==> config.mk <==
export PLATFORM = sky130hd
export DESIGN_NAME = apb_req_arbiter
export DESIGN_NICKNAME = d
export VERILOG_FILES = /design/src/rtl/apb_arb_pkg.sv /design/src/rtl/rr_arbiter.sv /design/src/rtl/apb_req_arbiter.sv
export SDC_FILE = /design/constraint.sdc
export NUM_CORES = 1
export LEC_CHECK = 0
export CAP_MARGIN = 10
export CORE_AREA = 4 4 110 112
export CTS_CLUSTER_DIAMETER = 200
export DETAILED_ROUTE_END_ITERATION = 10
export DIE_AREA = 0 0 114 116
export PLACE_DENSITY = 0.86
export SLEW_MARGIN = 5
export SYNTH_ARGS = -nofsm -noshare
export SYNTH_HDL_FRONTEND = slang
export SYNTH_HIERARCHICAL = 1
export SYNTH_SLANG_ARGS = --single-unit
==> constraint.sdc <==
create_clock -name pclk -period 7.1 [get_ports pclk]
set_input_delay 1.42 -clock pclk [delete_from_list [all_inputs] [get_ports pclk]]
set_output_delay 1.42 -clock pclk [all_outputs]
set_load 0.01 [all_outputs]
==> src/rtl/apb_arb_pkg.sv <==
// Shared types and default sizes for the APB request arbiter slice.
package apb_arb_pkg;

   localparam int DEF_NUM_REQ    = 4;
   localparam int DEF_ADDR_WIDTH = 8;
   localparam int DEF_DATA_WIDTH = 32;
   localparam int DEF_TIMEOUT    = 16;

   typedef enum logic [1:0] {
      IDLE  = 2'd0,
      ISSUE = 2'd1,
      WAIT  = 2'd2
   } arb_state_t;

endpackage

==> src/rtl/rr_arbiter.sv <==
// Combinational round-robin pick: first set request at or above ptr, wrapping.
module rr_arbiter #(
   parameter int NUM_REQ = 4,
   parameter int IDX_W   = $clog2(NUM_REQ)
) (
   input  logic [NUM_REQ-1:0] req,
   input  logic [IDX_W-1:0]   ptr,
   output logic [NUM_REQ-1:0] gnt,
   output logic [IDX_W-1:0]   idx,
   output logic               any
);

   localparam logic [IDX_W:0] NUM_W = (IDX_W+1)'(NUM_REQ);

   always_comb begin
      logic [IDX_W:0]   sum;
      logic [IDX_W-1:0] j;
      gnt = '0;
      idx = '0;
      any = 1'b0;
      sum = '0;
      j   = '0;
      for (int i = 0; i < NUM_REQ; i++) begin
         sum = {1'b0, ptr} + (IDX_W+1)'(i);
         j   = (sum >= NUM_W) ? IDX_W'(sum - NUM_W) : sum[IDX_W-1:0];
         if (!any && req[j]) begin
            any    = 1'b1;
            gnt[j] = 1'b1;
            idx    = j;
         end
      end
   end

endmodule

==> src/rtl/apb_req_arbiter.sv <==
// Shares one APB master among NUM_REQ requesters (IDLE -> ISSUE -> WAIT).
// Optional WAIT watchdog enabled by defining APB_ARB_TIMEOUT_EN.
module apb_req_arbiter
   import apb_arb_pkg::*;
#(
   parameter int NUM_REQ    = DEF_NUM_REQ,
   parameter int ADDR_WIDTH = DEF_ADDR_WIDTH,
   parameter int DATA_WIDTH = DEF_DATA_WIDTH,
   parameter int TIMEOUT    = DEF_TIMEOUT
) (
   input  logic                                 pclk,
   input  logic                                 preset,
   input  logic [NUM_REQ-1:0]                   req_i,
   input  logic [NUM_REQ-1:0][ADDR_WIDTH-1:0]   addr_i,
   input  logic [NUM_REQ-1:0][DATA_WIDTH-1:0]   wdata_i,
   input  logic [NUM_REQ-1:0]                   wr_rd_i,
   output logic [NUM_REQ-1:0]                   gnt_o,
   output logic [NUM_REQ-1:0]                   done_o,
   output logic [DATA_WIDTH-1:0]                rdata_o,
   output logic                                 err_o,
   output logic                                 trans_o,
   output logic [ADDR_WIDTH-1:0]                addr_o,
   output logic [DATA_WIDTH-1:0]                wdata_o,
   output logic                                 wr_rd_o,
   input  logic                                 m_done_i,
   input  logic [DATA_WIDTH-1:0]                m_rdata_i,
   input  logic                                 m_err_i
);

   localparam int               IDX_W    = $clog2(NUM_REQ);
   localparam logic [IDX_W-1:0] LAST_IDX = IDX_W'(NUM_REQ - 1);

   if (NUM_REQ < 2 || NUM_REQ > 8 || TIMEOUT < 1) begin : g_bad_params
      $error("apb_req_arbiter: NUM_REQ must be 2..8 and TIMEOUT at least 1");
   end

   arb_state_t             state, state_nxt;
   logic [NUM_REQ-1:0]     pick_gnt, gnt_q;
   logic [IDX_W-1:0]       pick_idx, idx_q, ptr_q;
   logic                   pick_any, timeout, complete;
   logic [ADDR_WIDTH-1:0]  addr_q;
   logic [DATA_WIDTH-1:0]  wdata_q;
   logic                   wr_rd_q;

   rr_arbiter #(.NUM_REQ(NUM_REQ), .IDX_W(IDX_W)) u_rr (
      .req (req_i),
      .ptr (ptr_q),
      .gnt (pick_gnt),
      .idx (pick_idx),
      .any (pick_any)
   );

   always_ff @(posedge pclk or posedge preset) begin
      if (preset) state <= IDLE;
      else        state <= state_nxt;
   end

   // Winner's request is frozen at the IDLE edge; later input changes are ignored.
   always_ff @(posedge pclk or posedge preset) begin
      if (preset) begin
         gnt_q   <= '0;
         idx_q   <= '0;
         ptr_q   <= '0;
         addr_q  <= '0;
         wdata_q <= '0;
         wr_rd_q <= 1'b0;
      end else begin
         if (state == IDLE && pick_any) begin
            gnt_q   <= pick_gnt;
            idx_q   <= pick_idx;
            addr_q  <= addr_i[pick_idx];
            wdata_q <= wdata_i[pick_idx];
            wr_rd_q <= wr_rd_i[pick_idx];
         end
         if (complete) ptr_q <= (idx_q == LAST_IDX) ? '0 : idx_q + IDX_W'(1);
      end
   end

`ifdef APB_ARB_TIMEOUT_EN
   localparam int CNT_W = $clog2(TIMEOUT + 1);
   logic [CNT_W-1:0] wd_cnt;

   always_ff @(posedge pclk or posedge preset) begin
      if (preset)              wd_cnt <= '0;
      else if (state != WAIT)  wd_cnt <= '0;
      else                     wd_cnt <= wd_cnt + CNT_W'(1);
   end

   assign timeout = (state == WAIT) && (wd_cnt == CNT_W'(TIMEOUT));
`else
   assign timeout = 1'b0;
`endif

   always_comb begin
      state_nxt = state;
      gnt_o     = '0;
      done_o    = '0;
      trans_o   = 1'b0;
      rdata_o   = '0;
      err_o     = 1'b0;
      complete  = 1'b0;
      case (state)
         IDLE: if (pick_any) state_nxt = ISSUE;
         ISSUE: begin
            gnt_o     = gnt_q;
            trans_o   = 1'b1;
            state_nxt = WAIT;
         end
         WAIT: begin
            // A real completion wins over a coincident watchdog expiry.
            if (m_done_i || timeout) begin
               complete  = 1'b1;
               done_o    = gnt_q;
               err_o     = m_done_i ? m_err_i : 1'b1;
               rdata_o   = (m_done_i && !wr_rd_q) ? m_rdata_i : '0;
               state_nxt = IDLE;
            end
         end
         default: state_nxt = IDLE;
      endcase
   end

   assign addr_o  = addr_q;
   assign wdata_o = wdata_q;
   assign wr_rd_o = wr_rd_q;

endmodule

==> results of run 1 <==
## flip-flops by register name (all words and copies together) (netlist names)
name,count
state,2
addr_o,8
ptr_q,2
idx_q,2
wr_rd_o,1
gnt_q,4
wdata_o,32
## worst paths after layout
kind                       depth (start not counted)           to  slack (ns)
max                                                4  rdata_o[16]        2.48
min                                                1  wdata_o[20]        0.51
max reg2reg                                        9  wdata_o[31]        3.10
min reg2reg                                        1  wdata_o[20]        0.51
max in group asynchronous                          3     idx_q[0]        5.08
min in group asynchronous                          2  wdata_o[18]        1.48
## per-layer routing
metal | GRT usage (%) | wire length [µm] | vias to the layer above
met2 | 34.3 | 7170 | 171
met5 | 0 | 0 | -
met4 | 3.72 | 177 | 0
met3 | 5.90 | 1150 | 16
li1 | - | - | 1528
met1 | 21.9 | 4850 | 1694
## worst max-delay path, stage by stage
cell and delay (ns):
clkdlybuf4s50_1 0.49, and4bb_2 0.54, and2_1 0.20, clkdlybuf4s50_1 0.55
## where the power goes
part / leakage, nW / internal [mW] / switching, mW
clock: 0.0761 / 0.150 / 0.108
sequential: 0.604 / 0.454 / 0.114
combinational: 2.05 / 1.30 / 0.811
total: 2.73 / 1.91 / 1.03
## cell usage in the layout (no fill, tap or decap), types with 2 or more instances in the layout
cell,n
o21ai_0,5
clkbuf_8,2
dfrtp_1,51
ha_1,6
nand2b_1,2
buf_4,4
mux2_2,11
mux2_4,39
clkbuf_16,5
mux4_1,4
clkdlybuf4s50_1,286
nor2_1,4
mux2i_1,2
mux4_2,41
nor2b_1,2
a22oi_1,8
inv_1,3
and2_1,41
## through the flow
stage / power [mW] / util (%)
detailed placement: 2.70 / 59.9
global placement: 2.63 / 59.9
finish: 2.94 / 61.5
global route: 3.13 / 61.5
CTS: 2.98 / 61.3
floorplan: 2.15 / -
## Yosys cell counts (all sizes together), types with 2 or more instances
| cell | n | area (µm²) |
|---|---|---|
| o21ai | 5 | 25.0 |
| a22oi | 8 | 60.1 |
| clkbuf | 7 | 27.5 |
| ha | 6 | 75.1 |
| buf | 15 | 161 |
| nor3b | 2 | 20.0 |
| nor2 | 4 | 15.0 |
| nor2b | 2 | 12.5 |
| and2 | 41 | 257 |
| mux2 | 50 | 709 |
| dfrtp | 51 | 1280 |
| mux2i | 2 | 20.0 |
| mux4 | 45 | 1030 |
| nand2b | 2 | 12.5 |
| inv | 4 | 15.0 |
## area by class of cell
cell class | instances | area share (%)
clock buffer | 7 | 2.21
timing repair buffer | 291 | 42.2
multi-input combinational | 178 | 34.2
tap | 143 | 2.59
clock inverter | 1 | 0.109
sequential | 51 | 18.5
inverter | 4 | 0.217
## cells by family (layout without fill, tap and decap cells)
| group | count (synthesis) | after routing | synth area share [%] |
|---|---|---|---|
| compound gates | 17 | 17 | 3.11 |
| fa+ha+maj | 6 | 6 | 1.97 |
| buf+inv | 26 | 303 | 5.34 |
| flops | 51 | 51 | 33.4 |
| mux | 97 | 97 | 46.0 |
| simple gates | 58 | 58 | 10.2 |
==> run summary, run 1 <==
Clk Latency, worst-skew pair = 0.29 ns
FF+latch count, synth = 51
Syn. warnings = 6
Core area = 11200 µm²
Largest buffer count on any clock path = 2
GRT Util Overall = 18.8%
DP Worst Slack = 2.24 ns
Critical Path Start Type = primary input
Max Fclk = 216 MHz
Hold Slack = 0.511 ns
Distinct cells, synth = 33
Syn Std Cell Area = 3820 µm²
Final WS setup = 2.48 ns
CTS buffer count = 5
Die Height = 116 µm
Final Hold Fails = 0
First-pass GRT wire length = 19600 µm
Final #Nets = 741
I/O pins = 287
CTS sink count = 51
Share of the yosys chip area belonging to registers = 33.4%
Critical Path AT = 3.20 ns
# diodes = 0
Syn nets = 465
WL/cell = 19.8 µm
Post-detailed-route DRC marker count = 0
FF/Latch Area = 1280 µm²
Leakage power = 2.73 nW
Avg Vias per Cell = 5.05
Antenna-violating nets left = 0
Num rows = 39
PortBufs = 286
Setup Viol. Count Final = 0
RSZ-0062 raised after global routing = false
Cts repair resizes = 0
Critical path peak fanout = 32
Initial DRC count = 97
Final WL = 13400 µm
Starting Density = 34.0%
HP Class = flop to flop
Worst Setup End Kind = primary output
HP Start = wdata_o[20]
Die area = 13200 µm²
Final Critical Period = 4.62 ns
Hold_buf cts = 0
Synth Flop Type = dfrtp_1
FF-to-FF Start = ptr_q[0]
Design Area, Final = 6900 µm²
Clock-pin transition on the worst setup and hold timing paths = 0.06 ns
Fillers = 869
RD Place Congestion = 0.810
Layout area overhead = 80.7%
Req. time, crit path = 5.68 ns
Largest net degree at the start of global routing = 52
Worst VDD drop = 0.262 mV
# Post-CTS Setup Buffers = 0
Footprint of the multi-input gates = 2360 µm²
Worst clock skew = 0.00457 ns
Max Slew Vio Count = 0
Worst rel slew slack = 45.8%
Post-synthesis area per instance = 15.0 µm²
CTS Root Cell = clkbuf_16
Pwr Density = 426 nW/µm²
Dpl hpwl = 10800 µm
Tightest Pin Transition = 0.813 ns
Die Wd = 114 µm
First-pass detailed-route iteration total = 4
Via count = 3409
Total grt overflow = 0
H-tree depth = 2
CP startpoint = m_done_i
Vias in the first global route = 3657
Max cap viols = 0
Synth Instances = 255
Crit path kind = primary input to primary output
TNS Setup = 0 ns
Final cycle utilization of the critical path = 65.1%
Status = finished clean
Area after DPL = 6720 µm²
Layout Cells excl Fill = 675
CTS tree = built
Layout cells sized above 1 = 21.1%
Initial antenna violation count = 0
Fraction of registers with async set/reset = 100%
Dpl cells = 666
Post-synth EDFFs = 0
Power figures use the tool's default switching activity.
==> inputs of run 2 (changes only) <==
- CORE_AREA: 4 4 110 112 -> 4 4 117 119
- DIE_AREA: 0 0 114 116 -> 0 0 121 123
- PLACE_DENSITY: 0.86 -> 0.81
- clock period: 7.1 -> 3.76 ns (I/O delays scaled with it)
==> run summary, run 2 (synthesis results as in run 1) <==
Max FFs per register = 32 (unchanged)
Pwr Total = 5.72 mW (was 2.94 mW)
Critical path peak fanout = 18 (was 32)
Worst clock skew = 0.00477 ns (was 0.00457 ns)
Core area = 12600 µm² (was 11200 µm²)
CTS sink count = 51 (unchanged)
First-pass detailed-route iteration total = 4 (unchanged)
GRT Util Overall = 18.1% (was 18.8%)
Fillers = 1028 (was 869)
Setup slack, reg-to-reg = 0.48 ns (was 3.10 ns)
Sequential fraction of design power = 18.3% (was 19.3%)
FF-to-FF Start = ptr_q[1] (was ptr_q[0])
First-pass GRT wire length = 20800 µm (was 19600 µm)
CTS Root Cell = clkbuf_16 (unchanged)
Buffers & Inverters on Critical Path = 2 (unchanged)
PortBufs = 286 (unchanged)
Dpl cells = 701 (was 666)
Cell family with most CP delay = multiplexers (was buffers and inverters)
Setup Viol. Count Final = 0 (unchanged)
Psw = 1.97 mW (was 1.03 mW)
Worst Setup End Kind = flop (was primary output)
Hold_buf cts = 0 (unchanged)
Combinational Power Share = 72.8% (was 71.9%)
Worst VDD drop = 0.589 mV (was 0.262 mV)
Via count = 3386 (was 3409)
Worst rel slew slack = 68.6% (was 45.8%)
Dpl hpwl = 11600 µm (was 10800 µm)
Slowest stage delay, CP = 0.57 ns (was 0.55 ns)
Largest buffer count on any clock path = 2 (unchanged)
Avg Vias per Cell = 4.78 (was 5.05)
CP max stage cell = mux4_1 (was clkdlybuf4s50_1)
Final cycle utilization of the critical path = 88.8%
Area after DPL = 6840 µm² (was 6720 µm²)
Max Slew Vio Count = 0 (unchanged)
Vias in the first global route = 3755 (was 3657)
Worst path depth = 8 (was 4)
Critical Path End = wdata_o[14] (was rdata_o[16])
R2R depth = 9 (unchanged)
Antenna-violating nets left = 0 (unchanged)
Commonest cells after routing, fill and taps aside = clkdlybuf4s50_1 (286), dfrtp_1 (51), mux4_2 (41), and2_1 (41), mux2_4 (39) (unchanged)
Die area = 14900 µm² (was 13200 µm²)
Final #Nets = 746 (was 741)
CTS buffer count = 5 (unchanged)
Initial antenna violation count = 0 (unchanged)
Crit path cell chain = clkdlybuf4s50_1 > mux4_1 > and2b_2 > o21ai_0 > o31ai_4 > buf_4 > mux4_2 > mux2_4 (was clkdlybuf4s50_1 > and4bb_2 > and2_1 > clkdlybuf4s50_1)
Power Internal = 3.74 mW (was 1.91 mW)
Clock share of power = 8.9% (was 8.8%)
HP Class = flop to flop (unchanged)
Final WL = 14400 µm (was 13400 µm)
RR Endpoint = wdata_o[14] (was wdata_o[31])
Post-detailed-route DRC marker count = 0 (unchanged)
Leakage power = 2.77 nW (was 2.73 nW)
Clk Latency, worst-skew pair = 0.29 ns (about the same)
Max Fclk = 300 MHz
RSZ-0062 raised after global routing = false (unchanged)
DP Worst Slack = 0.110 ns (was 2.24 ns)
Die Wd = 121 µm (was 114 µm)
Layout Cells excl Fill = 708 (was 675)
Final Critical Period = 3.34 ns
Layout cells sized above 1 = 21.5% (was 21.1%)
TNS Setup = 0 ns (unchanged)
H-tree depth = 2 (unchanged)
Design Area, Final = 7000 µm² (was 6900 µm²)
Status = finished clean (unchanged)
Most common cell after layout, fill and taps aside = clkdlybuf4s50_1 (unchanged)
Crit path kind = primary input to flop (was primary input to primary output)
I/O pins = 287 (unchanged)
Tightest Pin Transition = 0.472 ns (was 0.813 ns)
Largest net degree at the start of global routing = 43 (was 52)
Layout area overhead = 83.3% (was 80.7%)
Clock-pin transition on the worst setup and hold timing paths = 0.07 ns (was 0.06 ns)
Starting Density = 30.4% (was 34.0%)
Critical Path AT = 3.51 ns (was 3.20 ns)
Sw frac = 34.5% (was 35.2%)
Die Height = 123 µm (was 116 µm)
CP startpoint = req_i[3] (was m_done_i)
Cts repair resizes = 0 (unchanged)
WL/cell = 20.3 µm (was 19.8 µm)
Req. time, crit path = 3.93 ns (was 5.68 ns)
Max cap viols = 0 (unchanged)
Num rows = 41 (was 39)
RD Place Congestion = 0.864 (was 0.810)
CTS tree = built (unchanged)
# diodes = 0 (unchanged)
Initial DRC count = 122 (was 97)
Final WS setup = 0.422 ns (was 2.48 ns)
Critical Path Start Type = primary input (unchanged)
Pwr Density = 816 nW/µm² (was 426 nW/µm²)
Final Hold Fails = 0 (unchanged)
# Post-CTS Setup Buffers = 0 (unchanged)
Total grt overflow = 0 (unchanged)
-- run 2: changes by cell type in the layout (fill, tap and decap cells not counted), sizes merged --
cell	delta
buf	+5
bufinv	+1
clkbuf	-1
clkinvlp	-1
-- run 2: routing by layer --
layer,global-route usage [%],routed length [µm]
met2,34.0,7710
met3,5.17,1170
met5,0,0
met4,3.40,131
met1,20.5,5360
-- run 2: final cells by class --
type                    instances  area (µm²)  area share (%)
repair buffers                296        2980            42.5
multi-input cells             178        2360            33.7
flip-flops and latches         51        1280            18.2
well taps                     172         215            3.07
clock buffers                   6         129            1.84
clock inverters                 1        30.0           0.429
inverters                       4        15.0           0.214
-- run 2: how the worst min path moves through the flow --
| stage | start | endpoint | slack (ns) | cells past startpoint |
|---|---|---|---|---|
| global route | wdata_o[18] | wdata_o[18] | 0.53 | 1 |
| CTS | wdata_o[18] | wdata_o[18] | 0.52 | 1 |
| global placement | wdata_o[10] | wdata_o[10] | 0.49 | 1 |
| floorplan | idx_q[1] | idx_q[1] | 0.48 | 1 |
| detailed placement | wdata_o[18] | wdata_o[18] | 0.49 | 1 |
| finish | wdata_o[18] | wdata_o[18] | 0.51 | 1 |
-- run 2: power groups by stage --
| stage | registers [mW] | clock network [mW] | logic, mW |
|---|---|---|---|
| 2_1_floorplan | 1.13 | 0 | 2.94 |
| 3_3_place_gp | 1.04 | 0 | 4.11 |
| 3_5_place_dp | 1.05 | 0 | 4.21 |
| 4_1_cts | 1.05 | 0.534 | 4.23 |
| 5_1_grt | 1.09 | 0.546 | 4.44 |
| 6_report | 1.05 | 0.510 | 4.16 |
-- run 2: worst register-to-register path, delay by kind of cell, from the launching register on --
kind / cells / cell delay [ns]
compound gates: 2 / 0.26
flops: 1 / 0.55
mux: 3 / 1.17
fa+ha+maj: 1 / 0.38
simple gates: 1 / 0.28
buf+inv: 2 / 0.54
-- run 2: through the flow --
stage | hold WS, ns | utilization [%]
5_1_grt | 0.528 | 55.7
6_report | 0.514 | 55.7
3_5_place_dp | 0.492 | 54.4
2_1_floorplan | 0.485 | -
3_3_place_gp | 0.493 | 54.4
4_1_cts | 0.515 | 55.7
==> inputs of run 3 (changes only) <==
- CORE_AREA: 4 4 117 119 -> 4 4 79 155
- DIE_AREA: 0 0 121 123 -> 0 0 83 159
- PLACE_DENSITY: 0.81 -> 0.87
- clock period: 3.76 -> 3.4 ns (I/O delays scaled with it)
==> run summary, run 3 (synthesis results as in run 1) <==
Psw = 2.26 mW (was 1.97 mW)
Initial antenna violation count = 1 (was 0)
Final WL = 15100 µm (was 14400 µm)
HP Start = wdata_o[4] (was wdata_o[18])
H-tree depth = 2 (unchanged)
GRT Util Overall = 22.9% (was 18.1%)
Worst Setup End Kind = primary output (was flop)
Most common cell after layout, fill and taps aside = clkdlybuf4s50_1 (unchanged)
Req. time, crit path = 2.72 ns (was 3.93 ns)
Cts repair resizes = 0 (unchanged)
First-pass GRT wire length = 23500 µm (was 20800 µm)
Max Slew Vio Count = 0 (unchanged)
Antenna-violating nets left = 0 (unchanged)
TNS Setup = 0 ns (unchanged)
Core area = 10900 µm² (was 12600 µm²)
Worst Hold Path EP = wdata_o[4] (was wdata_o[18])
Commonest cells after routing, fill and taps aside = clkdlybuf4s50_1 (286), dfrtp_1 (51), mux4_2 (41), and2_1 (41), mux2_4 (39) (unchanged)
Area after DPL = 6920 µm² (was 6840 µm²)
Dpl hpwl = 12800 µm (was 11600 µm)
Status = finished clean (unchanged)
Setup slack, reg-to-reg = 0.26 ns (was 0.48 ns)
Pwr Density = 927 nW/µm² (was 816 nW/µm²)
Final #Nets = 755 (was 746)
DP Worst Slack = -0.115 ns (was 0.110 ns)
Clk Latency, worst-skew pair = 0.29 ns (about the same)
CTS buffer count = 5 (unchanged)
Avg Vias per Cell = 5.18 (was 4.78)
I/O pins = 287 (unchanged)
RR Endpoint = wdata_o[2] (was wdata_o[14])
Dpl cells = 678 (was 701)
Layout area overhead = 85.4% (was 83.3%)
Crit path kind = primary input to primary output (was primary input to flop)
Sw frac = 34.5% (about the same)
PortBufs = 286 (unchanged)
First-pass detailed-route iteration total = 4 (unchanged)
Clock share of power = 8.2% (was 8.9%)
Critical Path AT = 2.52 ns (was 3.51 ns)
WL/cell = 22.0 µm (was 20.3 µm)
Hold Slack = 0.510 ns (was 0.514 ns)
Layout cells sized above 1 = 23.1% (was 21.5%)
Worst VDD drop = 0.673 mV (was 0.589 mV)
Power Internal = 4.30 mW (was 3.74 mW)
Critical Path Start Type = primary input (unchanged)
Via count = 3551 (was 3386)
HP Class = flop to flop (unchanged)
R2R depth = 10 (was 9)
Layout Cells excl Fill = 686 (was 708)
Die Wd = 83 µm (was 121 µm)
Final Critical Period = 3.20 ns
Starting Density = 34.9% (was 30.4%)
RD Place Congestion = 0.868 (was 0.864)
Max cap viols = 0 (unchanged)
CTS Root Cell = clkbuf_16 (unchanged)
Sequential fraction of design power = 17.9% (was 18.3%)
Setup Viol. Count Final = 0 (unchanged)
Tightest Pin Transition = 0.461 ns (was 0.472 ns)
Worst clock skew = 0.00332 ns (was 0.00477 ns)
Clock-pin transition on the worst setup and hold timing paths = 0.07 ns (about the same)
Vias in the first global route = 4116 (was 3755)
Max FFs per register = 32 (unchanged)
# Post-CTS Setup Buffers = 0 (unchanged)
Die area = 13200 µm² (was 14900 µm²)
Die Height = 159 µm (was 123 µm)
Final WS setup = 0.201 ns (was 0.422 ns)
Leakage power = 2.83 nW (was 2.77 nW)
Largest net degree at the start of global routing = 33 (was 43)
RSZ-0062 raised after global routing = false (unchanged)
Total grt overflow = 0 (unchanged)
CTS sink count = 51 (unchanged)
Max Fclk = 313 MHz
# diodes = 0 (unchanged)
FF-to-FF Start = ptr_q[1] (unchanged)
CTS tree = built (unchanged)
Initial DRC count = 92 (was 122)
Critical path peak fanout = 32 (was 18)
Num rows = 54 (was 41)
Worst rel slew slack = 69.3% (was 68.6%)
Post-detailed-route DRC marker count = 0 (unchanged)
Hold_buf cts = 0 (unchanged)
Largest buffer count on any clock path = 2 (unchanged)
Design Area, Final = 7080 µm² (was 7000 µm²)
Hold Path Stages = 1 (unchanged)
Combinational Power Share = 73.9% (was 72.8%)
Fin util = 64.7% (was 55.7%)
Final Hold Fails = 0 (unchanged)
Pwr Total = 6.56 mW (was 5.72 mW)
Final cycle utilization of the critical path = 94.1%
-- run 3: final cells by class --
| class | instances | area (µm²) |
|---|---|---|
| Tap cell | 140 | 175 |
| Clock buffer | 7 | 153 |
| Multi-Input combinational cell | 178 | 2360 |
| Clock inverter | 1 | 7.51 |
| Sequential cell | 51 | 1280 |
| Inverter | 4 | 15.0 |
| Timing Repair Buffer | 305 | 3090 |
| Fill cell | 876 | 3860 |
-- run 3: how the worst max path moves through the flow --
stage / from / endpoint / slack, ns
after floorplan: ptr_q[0] / addr_o[1] / 0.38
after global placement: req_i[3] / wdata_o[31] / -0.04
after detailed placement: req_i[0] / wdata_o[2] / -0.11
after CTS: m_done_i / rdata_o[9] / 0.19
after global routing: m_done_i / rdata_o[19] / 0.07
final: m_done_i / rdata_o[9] / 0.20
-- run 3: routing by layer --
| metal | track usage (%) | routed length, µm | up-vias |
|---|---|---|---|
| met2 | 44.6 | 8720 | 222 |
| li1 | - | - | 1564 |
| met1 | 22.3 | 4720 | 1730 |
| met3 | 5.75 | 1090 | 35 |
| met4 | 9.52 | 573 | 0 |
| met5 | 0 | 0 | - |
-- run 3: power by group through the flow --
stage                     sequential (mW)  clock, mW  combinational, mW
final                                1.17      0.538               4.85
after global routing                 1.21      0.583               5.16
after CTS                            1.17      0.558               4.92
after detailed placement             1.18          0               4.91
after global placement               1.16          0               4.76
after floorplan                      1.25          0               3.25
-- run 3: worst max-delay path: stages --
cell	delay (ns)
clkdlybuf4s50_1	0.49
and4bb_2	0.54
and2_1	0.24
clkdlybuf4s50_1	0.56
